## src/rtl/fetch_unit.sv

```systemverilog
`default_nettype none
// ============================================================================
// Module      : fetch_unit
// Description : Instruction fetch stage. Holds the PC, drives the instruction
//               memory address, captures the combinational return word into
//               a DEPTH-entry queue and presents {pc, instr} pairs to decode
//               over valid/ready. Redirects flush the queue and reload the PC.
// Option      : FETCH_MISALIGN_TRAP_EN - misaligned redirect target sets a
//               sticky fetch_err and blocks all further fetching.
// Revision    : 1.0 - initial release
// ============================================================================
module fetch_unit #(
  parameter logic [31:0] RESET_PC = 32'h0000_0000,
  parameter int          DEPTH    = 2
) (
  input  logic        clk,
  input  logic        reset_n,
  output logic [31:0] imem_addr,
  input  logic [31:0] imem_data,
  input  logic        redirect,
  input  logic [31:0] redirect_pc,
  output logic        out_valid,
  input  logic        out_ready,
  output logic [31:0] out_pc,
  output logic [31:0] out_instr
`ifdef FETCH_MISALIGN_TRAP_EN
  ,
  output logic        fetch_err
`endif
);

  localparam int PTR_W = $clog2(DEPTH);
  localparam int CNT_W = PTR_W + 1;
  localparam logic [CNT_W-1:0] DEPTH_CNT = CNT_W'(DEPTH);

  logic [31:0]      pc_q, pc_d;
  logic [PTR_W-1:0] rd_ptr_q, rd_ptr_d;
  logic [PTR_W-1:0] wr_ptr_q, wr_ptr_d;
  logic [CNT_W-1:0] count_q, count_d;
  logic [31:0]      q_pc_q    [DEPTH];
  logic [31:0]      q_pc_d    [DEPTH];
  logic [31:0]      q_instr_q [DEPTH];
  logic [31:0]      q_instr_d [DEPTH];

  logic pop;
  logic push;
  logic fetch_blocked;

`ifdef FETCH_MISALIGN_TRAP_EN
  logic err_q, err_d;
  assign fetch_blocked = err_q;
  assign fetch_err     = err_q;
`else
  // Low target bits are simply dropped in this build.
  logic unused_redirect_lsbs;
  assign unused_redirect_lsbs = ^redirect_pc[1:0];
  assign fetch_blocked        = 1'b0;
`endif

  // Output view of the queue head; a redirect cycle never offers data.
  always_comb begin
    imem_addr = pc_q;
    out_valid = (count_q != '0) & ~redirect;
    out_pc    = q_pc_q[rd_ptr_q];
    out_instr = q_instr_q[rd_ptr_q];
  end

  // Handshake and capture decisions; a pop frees a slot for a same-cycle push.
  always_comb begin
    pop  = out_valid & out_ready;
    push = ~redirect & ~fetch_blocked & ((count_q < DEPTH_CNT) | pop);
  end

  // Next-state: redirect flushes and reloads, otherwise push/pop the queue.
  always_comb begin
    pc_d      = pc_q;
    rd_ptr_d  = rd_ptr_q;
    wr_ptr_d  = wr_ptr_q;
    count_d   = count_q;
    q_pc_d    = q_pc_q;
    q_instr_d = q_instr_q;
`ifdef FETCH_MISALIGN_TRAP_EN
    err_d     = err_q;
`endif
    if (redirect) begin
      rd_ptr_d = '0;
      wr_ptr_d = '0;
      count_d  = '0;
      pc_d     = {redirect_pc[31:2], 2'b00};
`ifdef FETCH_MISALIGN_TRAP_EN
      if (redirect_pc[1:0] != 2'b00) begin
        err_d = 1'b1;
      end
`endif
    end else begin
      if (push) begin
        q_pc_d[wr_ptr_q]    = pc_q;
        q_instr_d[wr_ptr_q] = imem_data;
        wr_ptr_d            = wr_ptr_q + PTR_W'(1);
        pc_d                = pc_q + 32'd4;
      end
      if (pop) begin
        rd_ptr_d = rd_ptr_q + PTR_W'(1);
      end
      if (push && !pop) begin
        count_d = count_q + CNT_W'(1);
      end else if (pop && !push) begin
        count_d = count_q - CNT_W'(1);
      end
    end
  end

  // State registers with asynchronous active-low reset.
  always_ff @(posedge clk or negedge reset_n) begin
    if (!reset_n) begin
      pc_q      <= RESET_PC;
      rd_ptr_q  <= '0;
      wr_ptr_q  <= '0;
      count_q   <= '0;
      q_pc_q    <= '{default: '0};
      q_instr_q <= '{default: '0};
`ifdef FETCH_MISALIGN_TRAP_EN
      err_q     <= 1'b0;
`endif
    end else begin
      pc_q      <= pc_d;
      rd_ptr_q  <= rd_ptr_d;
      wr_ptr_q  <= wr_ptr_d;
      count_q   <= count_d;
      q_pc_q    <= q_pc_d;
      q_instr_q <= q_instr_d;
`ifdef FETCH_MISALIGN_TRAP_EN
      err_q     <= err_d;
`endif
    end
  end

endmodule
`default_nettype wire

```

## config.mk

```make
export PLATFORM = sky130hd
export DESIGN_NAME = fetch_unit
export DESIGN_NICKNAME = d
export VERILOG_FILES = /design/src/rtl/fetch_unit.sv
export SDC_FILE = /design/constraint.sdc
export NUM_CORES = 1
export LEC_CHECK = 0
export BUFFER_PORTS_ARGS = -buffer_cell sky130_fd_sc_hd__buf_2
export CAP_MARGIN = 20
export CORE_ASPECT_RATIO = 1.4
export CORE_MARGIN = 3
export CORE_UTILIZATION = 59
export CTS_CLUSTER_SIZE = 28
export DETAILED_ROUTE_END_ITERATION = 8
export GPL_ROUTABILITY_DRIVEN = 0
export GPL_TIMING_DRIVEN = 0
export PLACE_DENSITY = 0.84
export RECOVER_POWER = 50
export SLEW_MARGIN = 30
export SYNTH_ARGS = -nofsm -noshare
export SYNTH_HDL_FRONTEND = slang
export SYNTH_SLANG_ARGS = --single-unit
```

## constraint.sdc

```tcl
create_clock -name clk -period 5.1 [get_ports clk]
set_input_delay 0 -clock clk [delete_from_list [all_inputs] [get_ports clk]]
set_output_delay 0 -clock clk [all_outputs]
set_load 0.005 [all_outputs]
```

=== Word level (Yosys, flattened, before mapping) ===
Cells that the tools add are included.

* Register bits: 164
* Bits of input ports: 68
* Output and inout bits: 97

* $add $sub $neg: 5
* $lt $le $gt $ge: 4
* Mux-type cells: 19
* Bitwise logic cells: 7
* Reductions and logical operators: 10

{| class="wikitable"
|+ Operators by type and width
! operator !! count
|-
| $mux W32 || 9
|-
| $bwmux W64 || 2
|-
| $add A32 B3 Y32 const B || 1
|-
| $demux W32 S1 || 1
|-
| $mux W2 || 3
|-
| $reduce_bool A2 Y1 || 3
|-
| $ge A2 B2 Y1 const B || 2
|-
| $mux W1 || 4
|-
| $not A1 Y2 || 2
|-
| $and A1 B1 Y1 || 3
|-
| $logic_and A1 B1 Y1 || 3
|-
| $reduce_bool A3 Y1 || 1
|-
| $add A1 B1 Y1 const B || 2
|-
| $add A2 B1 Y2 const B || 1
|-
| $logic_not A1 Y1 || 2
|-
| $lt A2 B1 Y1 const B || 1
|-
| $lt A2 B2 Y1 const B || 1
|-
| $reduce_and A2 Y1 || 1
|-
| $sub A2 B1 Y2 const B || 1
|-
| $not A1 Y1 || 1
|-
| $or A1 B1 Y1 || 1
|}

=== Logic depth before layout (Yosys ltp) ===
Gate-level depths: netlist (run 1).

* Word-level depth: 10
* Depth in mapped cells: 7
* Gate-level depth less buffers: 4

=== Worst setup path after synthesis (run 1) ===
OpenSTA, ideal clock, no wires.

* Path type: reg2reg
* From: register pc_q[12] (netlist: imem_addr[12])
* To: register pc_q[28] (netlist: imem_addr[28])
* Data arrival time: 1,612 ps
* Data required time: 5,018 ps
* Path slack: 3,407 ps
* Stages on the path, launching flop included: 8
* Period minus slack after synthesis: 1,693 ps
* Cells stage by stage: dfrtp_1 -> buf_2 -> and3_1 -> buf_6 -> nand4_4 -> buf_6 -> or4_1 -> a31oi_1

* Longest elaborated chain between the ends: 3

{| class="wikitable"
|+ RTL lines
! item !! RTL line !! RTL
|-
| from (decl) || 36 || <nowiki>logic [31:0] pc_q, pc_d;</nowiki>
|-
| from (signal assigned) || 126 || <nowiki>pc_q <= pc_d;</nowiki>
|-
| $add A32 B3 Y32 || 100 || <nowiki>pc_d = pc_q + 32'd4;</nowiki>
|-
| $mux W32 || 96 || <nowiki>if (push) begin</nowiki>
|-
| $mux W32 || 85 || <nowiki>if (redirect) begin</nowiki>
|}

No other way between the ends. The select of a mux whose other input is x is not followed.
A chain may end at the register's enable or synchronous reset.

=== Worst setup path in the final report (run 1) ===
* From: register rd_ptr_q
* To: output port out_pc[21]

* Longest elaborated chain between the ends: 4

{| class="wikitable"
|+ RTL lines
! item !! RTL line !! RTL
|-
| from (decl) || 37 || <nowiki>logic [PTR_W-1:0] rd_ptr_q, rd_ptr_d;</nowiki>
|-
| from (signal assigned) || 127 || <nowiki>rd_ptr_q <= rd_ptr_d;</nowiki>
|-
| $not A1 Y2 (not written as such) || 64 || <nowiki>out_pc = q_pc_q[rd_ptr_q];</nowiki>
|-
| $mux W32 (not written as such) (3 in series) || 64 ||
|-
| to (decl) || 24 || <nowiki>output logic [31:0] out_pc,</nowiki>
|}

No other way between the ends. The select of a mux whose other input is x is not followed.

==> results.py, run 1 <==
metrics = {
    "routing": {
        "vias": 5651,
        "antenna_left": 0,
        "dr.first_iter.drc_count": 259,
        "route.detailed.drc": 0,
        "finalWirelength_um": 19400,
        "wl_per_cell_um": 19.8,
        "avgViaCountPerCell": 5.79,
        "drt_first_pass_iters": 5,
    },
    "global_routing": {
        "overflow": 0,
        "grt.total_usage_pct": 28.3,
        "antenna_found_initial": 0,
        "grt_max_degree": 86,
        "grt_pass1_wl_um": 30900,
        "grt_pass1_vias": 6129,
    },
    "timing": {
        "maxSlewHeadroom_pct": 52.1,
        "slew_viol_final": 0,
        "layout_min_cycle_time_ps": 2320,
        "finClkSkew_ps": 11.7,
        "clock.fmax_ghz": 0.432,
        "rsz0062_at_grt": "false",
        "worstMarginPinSlew_ps": 719,
        "hold_viol_final": 0,
        "setup_violations": 0,
        "setup_tns_ps": 0,
        "period_share_pct": 45.4,
    },
    "worst_setup_path": {
        "cpMostUsedCell": "clkbuf_1",
        "critPathCaptureType": "primary output",
        "r2r_start": "count_q[1]",
        "cp-startpoint": "rd_ptr_q",
        "r2r_slack_ps": 2880,
        "path_buf_inv": 3,
        "endpoint": "out_pc[21]",
        "crit_type": "flop to primary output",
        "cp-start-kind": "flop",
        "cp_num_cells": 4,
        "reg2reg_depth": 5,
        "crit_family": "buffers and inverters",
        "slowest_delay_ps": 610,
        "worstPathArrival_ps": 2320,
        "critical_path_required_ps": 5100,
        "crit_chain": "clkbuf_1 > clkbuf_1 > mux2_2 > buf_2",
        "cp_max_fo": 10,
        "cp_slowest_cell": "clkbuf_1",
        "regToRegEndpoint": "q_pc_q[14]",
    },
    "logic_synthesis": {
        "ys.flop_type": "dfrtp_1",
        "synth-edff-count": 0,
        "avgSynthCellArea_um2": 12.9,
        "synth_largest_area_cell": "dfrtp_1",
        "synth_area_leaders": "dfrtp_1, mux2_2, nand2_1, o21ai_0, buf_2",
        "synthesis.area_um2": 7380,
        "synth_top_area_share_pct": 53.6,
        "async_flop_share_pct": 100,
        "yosysWarnings": 0,
        "yosys.cell_count.top_type": "mux2_2",
        "ys_ff_latch": 158,
        "yosysUniqueCellTypes": 43,
        "yosysSeqAreaShare_pct": 53.6,
        "synthCells": 572,
        "synth_common_cells": "mux2_2, dfrtp_1, nand2_1",
    },
    "finish": {
        "stdcell_count": 976,
        "fin_nets": 885,
        "antenna_cells": 0,
        "drive_above_1_share_pct": 46.2,
        "syn_to_final_growth_pct": 30.4,
        "final_core_util_pct": 80.2,
        "fin_area_um2": 9620,
    },
    "clocking": {
        "cts_setup_buffers": 0,
        "cts_buffers": 17,
        "cts.clk_slew.worst_paths_ps": 60,
        "cts_tree": "done",
        "h-tree-depth": 4,
        "cts_max_path_buffers": 2,
        "cts.sinks": 158,
        "cts_root_buffer": "clkbuf_16",
        "cts_resized": 0,
        "clk_latency_ps": 420,
    },
    "pwr": {
        "internal_power_mw": 2.83,
        "max-vdd-ir-drop_mv": 0.238,
        "p_sw_share_pct": 27.2,
        "pwr-share-clk_pct": 33.6,
        "power_mw": 3.89,
        "p_per_area_nw_per_um2": 404,
        "p_leak_nw": 4.25,
        "pwr-share-comb_pct": 22.6,
        "p_sw_mw": 1.06,
        "pwr-share-seq_pct": 43.9,
    },
    "floorplanning": {
        "start_util_pct": 61.5,
        "die_w_um": 101,
        "core_um2": 12000,
        "rows": 47,
        "die-area_um2": 13900,
        "die_y_um": 138,
        "ios": 165,
    },
    "job": {
        "maxCapViolCount": 0,
    },
    "worst_hold_path": {
        "hold_path_class": "input port to async pin",
    },
    "placement": {
        "port-buffer-count": 157,
        "placed_cell_area_um2": 8400,
        "hpwlAfterDp_um": 12600,
        "placed_cells": 880,
    },
    "outcome": {
        "status": "finished clean",
    },
}
[routing by layer]
metal / global-route usage (%) / vias to the layer above / share of wire (%)
met5: 0 / - / 0
met4: 12.0 / 0 / 2.7
met3: 5.09 / 60 / 5.6
met2: 50.9 / 237 / 54
met1: 32.5 / 2792 / 38
li1: - / 2562 / -
[timing repair]
action / in CTS / in global routing
hold buffers: 64 / 0
setup endpoints to repair: 0 / 0
endpoints found under the hold margin: 181 / 0
[through the flow]
| step | setup slack, ps | hold WS [ps] |
|---|---|---|
| after floorplan | 3410 | -296 |
| after global placement | 1890 | 217 |
| after detailed placement | 3030 | 38.3 |
| after CTS | 2760 | 175 |
| after global routing | 2680 | 224 |
| final | 2780 | 172 |
[final cells by class]
| cell class | count | area, um^2 |
|---|---|---|
| Multi-Input combinational cell | 371 | 3200 |
| Buffer | 41 | 215 |
| Tap cell | 147 | 184 |
| Clock inverter | 13 | 163 |
| Clock buffer | 19 | 453 |
| Sequential cell | 158 | 3950 |
| Fill cell | 708 | 2370 |
| Inverter | 5 | 18.8 |
| Timing Repair Buffer | 222 | 1440 |
[power by group through the flow]
stage	Combinational, mW	Clock, mW	Sequential, mW
6_report	0.877	1.31	1.71
5_1_grt	0.953	1.36	1.73
4_1_cts	0.878	1.32	1.69
3_5_place_dp	0.831	0	1.71
3_3_place_gp	0.795	0	1.68
2_1_floorplan	0.527	0	1.65
[state kept, by name, indices dropped and copies added (netlist names)]
signal	cells
q_instr_q	64
wr_ptr_q	1
rd_ptr_q	1
count_q	2
imem_addr	30
q_pc_q	60
[kinds of logic (layout without fill, tap and decap cells)]
| group | count (synthesis) | after routing | share of synthesized area, % |
|---|---|---|---|
| other | 1 | 4 | 0.0508 |
| flip-flops | 158 | 158 | 53.6 |
| XOR/XNOR | 12 | 12 | 1.42 |
| adder cells (fa/ha/maj) | 1 | 1 | 0.170 |
| AO/OA/AOI/OAI | 50 | 50 | 4.19 |
| buffers and inverters | 46 | 300 | 3.22 |
| multiplexers | 184 | 184 | 28.1 |
| AND/OR/NAND/NOR | 120 | 120 | 9.29 |
[worst min path at each step]
stage,slack (ps),startpoint,endpoint
global route,220,reset_n,q_instr_q[20]
global placement,220,redirect_pc[10],imem_addr[10]
floorplan,-300,reset_n,count_q[0]
finish,170,reset_n,q_instr_q[21]
CTS,170,redirect,imem_addr[18]
detailed placement,40,reset_n,q_instr_q[50]
[layout by cell type, fill, tap and decap left out, types with 6 or more instances in the layout]
cell type	n
clkbuf_1	32
buf_4	8
and3_1	6
nand4_1	9
o21ai_0	21
a31oi_1	12
xor2_1	7
o31ai_1	6
nor2_1	17
buf_1	6
or4_1	10
dlygate4sd3_1	64
or3_1	6
buf_2	149
dfrtp_1	158
mux2_2	183
clkbuf_16	17
nand2_1	31
nand3_1	16
Power figures use the tool's default switching activity.
==> run 2, diff against run 1 <==
- ABC_AREA: default -> 1
- CORE_UTILIZATION: 59 -> 55
- PLACE_DENSITY: 0.84 -> 0.78
- clock period: 5.1 -> 2.3 ns (I/O delays scaled with it)
==> run 2 against run 1 <==
Combinational power rose by 130%; total power rose by 120%; routed wire length rose by 14%; synthesized area rose by 5.8%; critical path type unchanged.
==> results.py, run 2 <==
metrics = {
    "routing": {
        "met2_length_um": 11400,
        "antenna_left": 0,
        "drt_first_pass_iters": 5,
        "met3_length_um": 1210,
        "met1Wirelength_um": 8630,
        "wl_per_cell_um": 16.2,
        "avgViaCountPerCell": 5.28,
        "top_layer_used": "met4",
        "dr.first_iter.drc_count": 459,
        "finalWirelength_um": 22200,
        "route.detailed.drc": 0,
        "vias": 7228,
    },
    "timing": {
        "setup_violations": 0,
        "clock.fmax_ghz": 0.474,
        "slew_viol_final": 0,
        "rsz0062_at_grt": "false",
        "layout_min_cycle_time_ps": 2110,
        "finClkSkew_ps": 10.8,
        "hold_viol_final": 0,
        "hold_ws_ps": 32.2,
        "setup_tns_ps": 0,
        "maxSlewHeadroom_pct": 1.81,
        "worstMarginPinSlew_ps": 1470,
        "period_share_pct": 91.7,
    },
    "worst_hold_path": {
        "min-delay-start": "redirect",
        "hold_end": "imem_addr[19]",
        "hold_path_depth": 5,
        "hold_path_class": "input port to flop",
    },
    "floorplanning": {
        "ios": 165,
        "start_util_pct": 57.2,
        "core_um2": 13600,
        "die_y_um": 147,
        "die_w_um": 107,
        "die-area_um2": 15700,
        "rows": 50,
    },
    "logic_synthesis": {
        "synth_common_cells": "nand2_1, dfrtp_1, o21ai_1",
        "yosysSeqAreaShare_pct": 50.7,
        "synth_top_area_share_pct": 50.7,
        "synthCells": 928,
        "ys.flop_type": "dfrtp_1",
        "yosysWarnings": 0,
        "synth_area_leaders": "dfrtp_1, nand2_1, mux2_2, o21ai_1, nor2_1",
        "async_flop_share_pct": 100,
        "yosysUniqueCellTypes": 28,
        "synthesis.area_um2": 7800,
        "avgSynthCellArea_um2": 8.41,
        "yosys.cell_count.top_type": "nand2_1",
        "ys_ff_latch": 158,
        "synth-edff-count": 0,
        "synth_largest_area_cell": "dfrtp_1",
    },
    "clocking": {
        "cts.sinks": 158,
        "cts_resized": 0,
        "cts_root_buffer": "clkbuf_16",
        "h-tree-depth": 4,
        "cts_buffers": 17,
        "cts_max_path_buffers": 2,
        "clk_latency_ps": 420,
        "cts.clk_slew.worst_paths_ps": 70,
        "cts_tree": "done",
    },
    "placement": {
        "hpwlAfterDp_um": 15300,
        "port-buffer-count": 157,
        "placed_cells": 1272,
    },
    "worst_setup_path": {
        "crit_chain": "clkbuf_1 > buf_2 > mux2_2 > buf_2",
        "r2r_slack_ps": 250,
        "cp_slowest_cell": "clkbuf_1",
        "slowest_delay_ps": 450,
        "cpMostUsedCell": "buf_2",
        "regToRegEndpoint": "q_pc_q[2]",
        "cp-start-kind": "flop",
        "reg2reg_depth": 9,
        "critPathCaptureType": "primary output",
        "crit_family": "buffers and inverters",
        "path_buf_inv": 3,
        "crit_type": "flop to primary output",
        "r2r_start": "count_q[1]",
        "worstPathArrival_ps": 2110,
        "cp_max_fo": 10,
        "critical_path_required_ps": 2300,
    },
    "global_routing": {
        "overflow": 0,
        "grt_pass1_wl_um": 36300,
        "grt_max_degree": 67,
        "grt.total_usage_pct": 29.0,
        "grt_pass1_vias": 7480,
        "antenna_found_initial": 0,
    },
    "finish": {
        "antenna_cells": 0,
        "fin_nets": 1244,
        "syn_to_final_growth_pct": 29.0,
        "stdcell_count": 1370,
        "layout_commonest_cell": "nand2_1",
        "fillers": 1093,
        "final_cell_mix": "nand2_1, dfrtp_1, buf_2",
        "largest_reg_flops": 64,
        "register_area_um2": 3950,
        "regMostFlops": "q_instr_q",
        "drive_above_1_share_pct": 23.2,
        "multi_input_area_um2": 3230,
    },
    "job": {
        "maxCapViolCount": 0,
    },
    "pwr": {
        "pwr-share-clk_pct": 31.8,
        "p_per_area_nw_per_um2": 849,
        "pwr-share-comb_pct": 24.1,
        "max-vdd-ir-drop_mv": 0.513,
        "pwr-share-seq_pct": 44.0,
        "p_sw_mw": 2.66,
        "p_leak_nw": 5.03,
        "internal_power_mw": 5.89,
        "power_mw": 8.55,
        "p_sw_share_pct": 31.1,
    },
    "outcome": {
        "status": "finished clean",
    },
}
-- run 2: cell families after synthesis --
logic type	share of synthesized area, %
XOR/XNOR	0.112
AND/OR/NAND/NOR	21.2
multiplexers	8.95
buffers and inverters	7.98
adder cells (fa/ha/maj)	0.160
AO/OA/AOI/OAI	10.9
flip-flops	50.7
other	0.0481
-- run 2: through the flow --
stage | cell area (um^2) | utilization, % | setup slack [ps]
floorplan | 7820 | - | 858
finish | 10100 | 73.8 | 191
global placement | 8830 | 64.7 | -1030
detailed placement | 8890 | 65.2 | 445
CTS | 10100 | 74.3 | 143
global route | 10100 | 73.8 | 95.4
-- run 2: worst max path at each step --
stage                       from       endpoint  slack (ps)  cells past startpoint
CTS                     rd_ptr_q     out_pc[12]         140                      4
global placement         reset_n  q_instr_q[37]       -1030                      1
global route            rd_ptr_q  out_instr[27]         100                      4
floorplan           imem_addr[2]  imem_addr[18]         860                      7
detailed placement    count_q[1]      q_pc_q[2]         440                      9
finish                  rd_ptr_q     out_pc[12]         190                      4
-- run 2: power groups by stage --
stage | Sequential [mW] | Combinational [mW] | Clock (mW)
after floorplan | 3.69 | 1.22 | 0
after global placement | 3.76 | 1.93 | 0
after detailed placement | 3.79 | 1.98 | 0
after CTS | 3.75 | 2.09 | 2.74
after global routing | 3.83 | 2.32 | 2.86
final | 3.76 | 2.06 | 2.72
-- run 2: worst min-delay path: stages --
cell and delay (ps):
buf_4 180, nand2_1 70, o21ai_0 60, inv_1 40
nand2_1 50
-- run 2: timing repair --
| item | CTS | global route |
|---|---|---|
| buffers inserted | 0 | 0 |
| hold endpoints to repair | 188 | 0 |
| hold buffers | 66 | 0 |
-- run 2: area by class of cell --
cell class                 instances  share of cell area (%)
multi-input combinational        644                    32.1
timing repair buffer             225                    14.6
clock inverter                    13                    1.30
inverter                          83                    3.17
sequential                       158                    39.3
clock buffer                      19                    4.40
tap                              182                    2.26
buffer                            46                    2.94
-- run 2: layer usage --
metal / up-vias / global-route usage, %
met3: 61 / 5.85
met4: 0 / 12.3
li1: 3481 / -
met5: - / 0
met1: 3416 / 33.7
met2: 270 / 51.7
==> run 3, diff against run 2 <==
- GPL_TIMING_DRIVEN: 0 -> default
==> run 3 against run 2 <==
Sequential power barely moved; die area did not move; clock power fell by 2%; sequential cell count did not move; critical path type unchanged; fmax fell by 1.8%; first-iteration DRC count rose by 5.9%; routed wire length fell by 9.5%; the flow now finishes with violations (max-capacitance violations, max-slew violations); hold slack improved by 300 ps; global-route usage fell by 2.4 points.
==> results.py, run 3 (synthesized netlist as in run 2, its figures left out) <==
metrics = {
    "outcome": {
        "status": "finished with violations",
        "violations": "max-capacitance violations, max-slew violations",
    },
    "global_routing": {
        "grt_max_degree": 66,
        "antenna_found_initial": 0,
        "gr-usage-met3_pct": 4.53,
        "grt_pass1_vias": 7043,
        "grt_pass1_wl_um": 33800,
        "grt.total_usage_pct": 26.7,
        "gr-usage-met2_pct": 45.4,
        "top_usage_layer": "met2",
        "grt_use_met1_pct": 33.2,
        "overflow": 0,
    },
    "routing": {
        "vias": 7003,
        "wl_per_cell_um": 15.0,
        "route.detailed.drc": 0,
        "antenna_left": 0,
        "avgViaCountPerCell": 5.24,
        "drt_first_pass_iters": 5,
        "finalWirelength_um": 20100,
        "dr.first_iter.drc_count": 486,
    },
    "clocking": {
        "cts.sinks": 158,
        "cts_buffers": 17,
        "cts_resized": 0,
        "clk_latency_ps": 420,
        "cts_tree": "done",
        "cts_root_buffer": "clkbuf_16",
        "cts.clk_slew.worst_paths_ps": 70,
        "hold_buffers": 66,
        "h-tree-depth": 4,
        "cts_max_path_buffers": 2,
        "cts_setup_buffers": 0,
    },
    "finish": {
        "antenna_cells": 0,
        "register_area_um2": 3950,
        "fin_nets": 1211,
        "largest_reg_flops": 64,
        "regMostFlops": "q_instr_q",
        "final_cell_mix": "nand2_1, dfrtp_1, buf_2",
        "fillers": 1099,
        "layout_commonest_cell": "nand2_1",
        "drive_above_1_share_pct": 21.9,
        "multi_input_area_um2": 3230,
        "syn_to_final_growth_pct": 26.6,
    },
    "floorplanning": {
        "ios": 165,
        "die_w_um": 107,
        "rows": 50,
        "die_y_um": 147,
        "die-area_um2": 15700,
        "core_um2": 13600,
        "start_util_pct": 57.2,
    },
    "pwr": {
        "pwr-share-clk_pct": 31.7,
        "p_per_area_nw_per_um2": 851,
        "p_sw_mw": 2.56,
        "pwr-share-comb_pct": 23.4,
        "p_leak_nw": 4.91,
        "p_sw_share_pct": 30.4,
        "max-vdd-ir-drop_mv": 0.460,
        "pwr-share-seq_pct": 44.8,
        "internal_power_mw": 5.85,
    },
    "worst_setup_path": {
        "worstPathArrival_ps": 2150,
        "critical_path_required_ps": 2300,
        "slowest_delay_ps": 790,
        "cp_max_fo": 20,
        "cp_slowest_cell": "dfrtp_1",
        "crit_type": "flop to primary output",
        "crit_chain": "buf_4 > mux2_2 > buf_2",
        "cp-start-kind": "flop",
        "critPathCaptureType": "primary output",
    },
    "timing": {
        "setup_tns_ps": 0,
        "clock.fmax_ghz": 0.466,
        "layout_min_cycle_time_ps": 2150,
        "period_share_pct": 93.4,
        "finClkSkew_ps": 11.7,
        "hold_ws_ps": 329,
        "rsz0062_at_grt": "false",
        "maxSlewHeadroom_pct": -3.33,
        "slew_viol_final": 64,
        "setup_violations": 0,
        "hold_viol_final": 0,
        "worstMarginPinSlew_ps": 1550,
    },
    "worst_hold_path": {
        "hold_path_class": "input port to flop",
    },
    "placement": {
        "hpwlAfterDp_um": 13600,
        "port-buffer-count": 158,
    },
    "job": {
        "maxCapViolCount": 1,
    },
}
-- run 3: cell count changes in the layout (fill, tap and decap cells not counted), sizes merged --
cell | before | now
clkbuf | 52 | 44
buf | 172 | 149
inv | 87 | 86
clkinvlp | 5 | 4
-- run 3: metrics by stage --
stage,utilization (%),total power [mW],std cells,cell area [um^2],setup slack [ps]
global placement,63.9,5.62,1239,8720,541
CTS,72.9,8.48,1337,9940,334
global route,72.4,8.90,1337,9880,54.7
detailed placement,63.9,5.70,1239,8720,521
floorplan,-,4.91,931,7820,858
finish,72.4,8.41,1337,9880,152
-- run 3: area by class of cell --
class | count | share of cell area, %
Sequential cell | 158 | 40.0
Multi-Input combinational cell | 644 | 32.6
Clock buffer | 21 | 4.56
Timing Repair Buffer | 238 | 16.1
Clock inverter | 11 | 1.10
Tap cell | 182 | 2.30
Inverter | 83 | 3.23
-- run 3: final timing paths --
check | start | to | slack (ps) | depth (start not counted)
min | redirect_pc[9] | imem_addr[9] | 330 | 4
min reg2reg | q_instr_q[36] | q_instr_q[36] | 480 | 2
max | rd_ptr_q | out_instr[4] | 150 | 3
max reg2reg | count_q[1] | imem_addr[2] | 330 | 9
min in group asynchronous | reset_n | count_q[1] | 500 | 2
max in group asynchronous | reset_n | q_pc_q[29] | 490 | 3
-- run 3: power by group through the flow --
stage	logic [mW]	registers, mW	clock network [mW]
finish	1.97	3.77	2.67
global route	2.23	3.85	2.83
CTS	2.00	3.76	2.72
detailed placement	1.90	3.80	0
global placement	1.85	3.77	0
floorplan	1.22	3.69	0
-- run 3: per-layer routing --
metal,share of wire (%),vias to the layer above
li1,-,3424
met1,41,3284
met2,50,244
met3,5.0,51
met4,4.0,0
met5,0,-
-- run 3: worst max-delay path: cells and delay by family (launching register included) --
kind | cells | cell delay, ps
flip-flops | 1 | 790
buffers and inverters | 2 | 540
multiplexers | 1 | 380
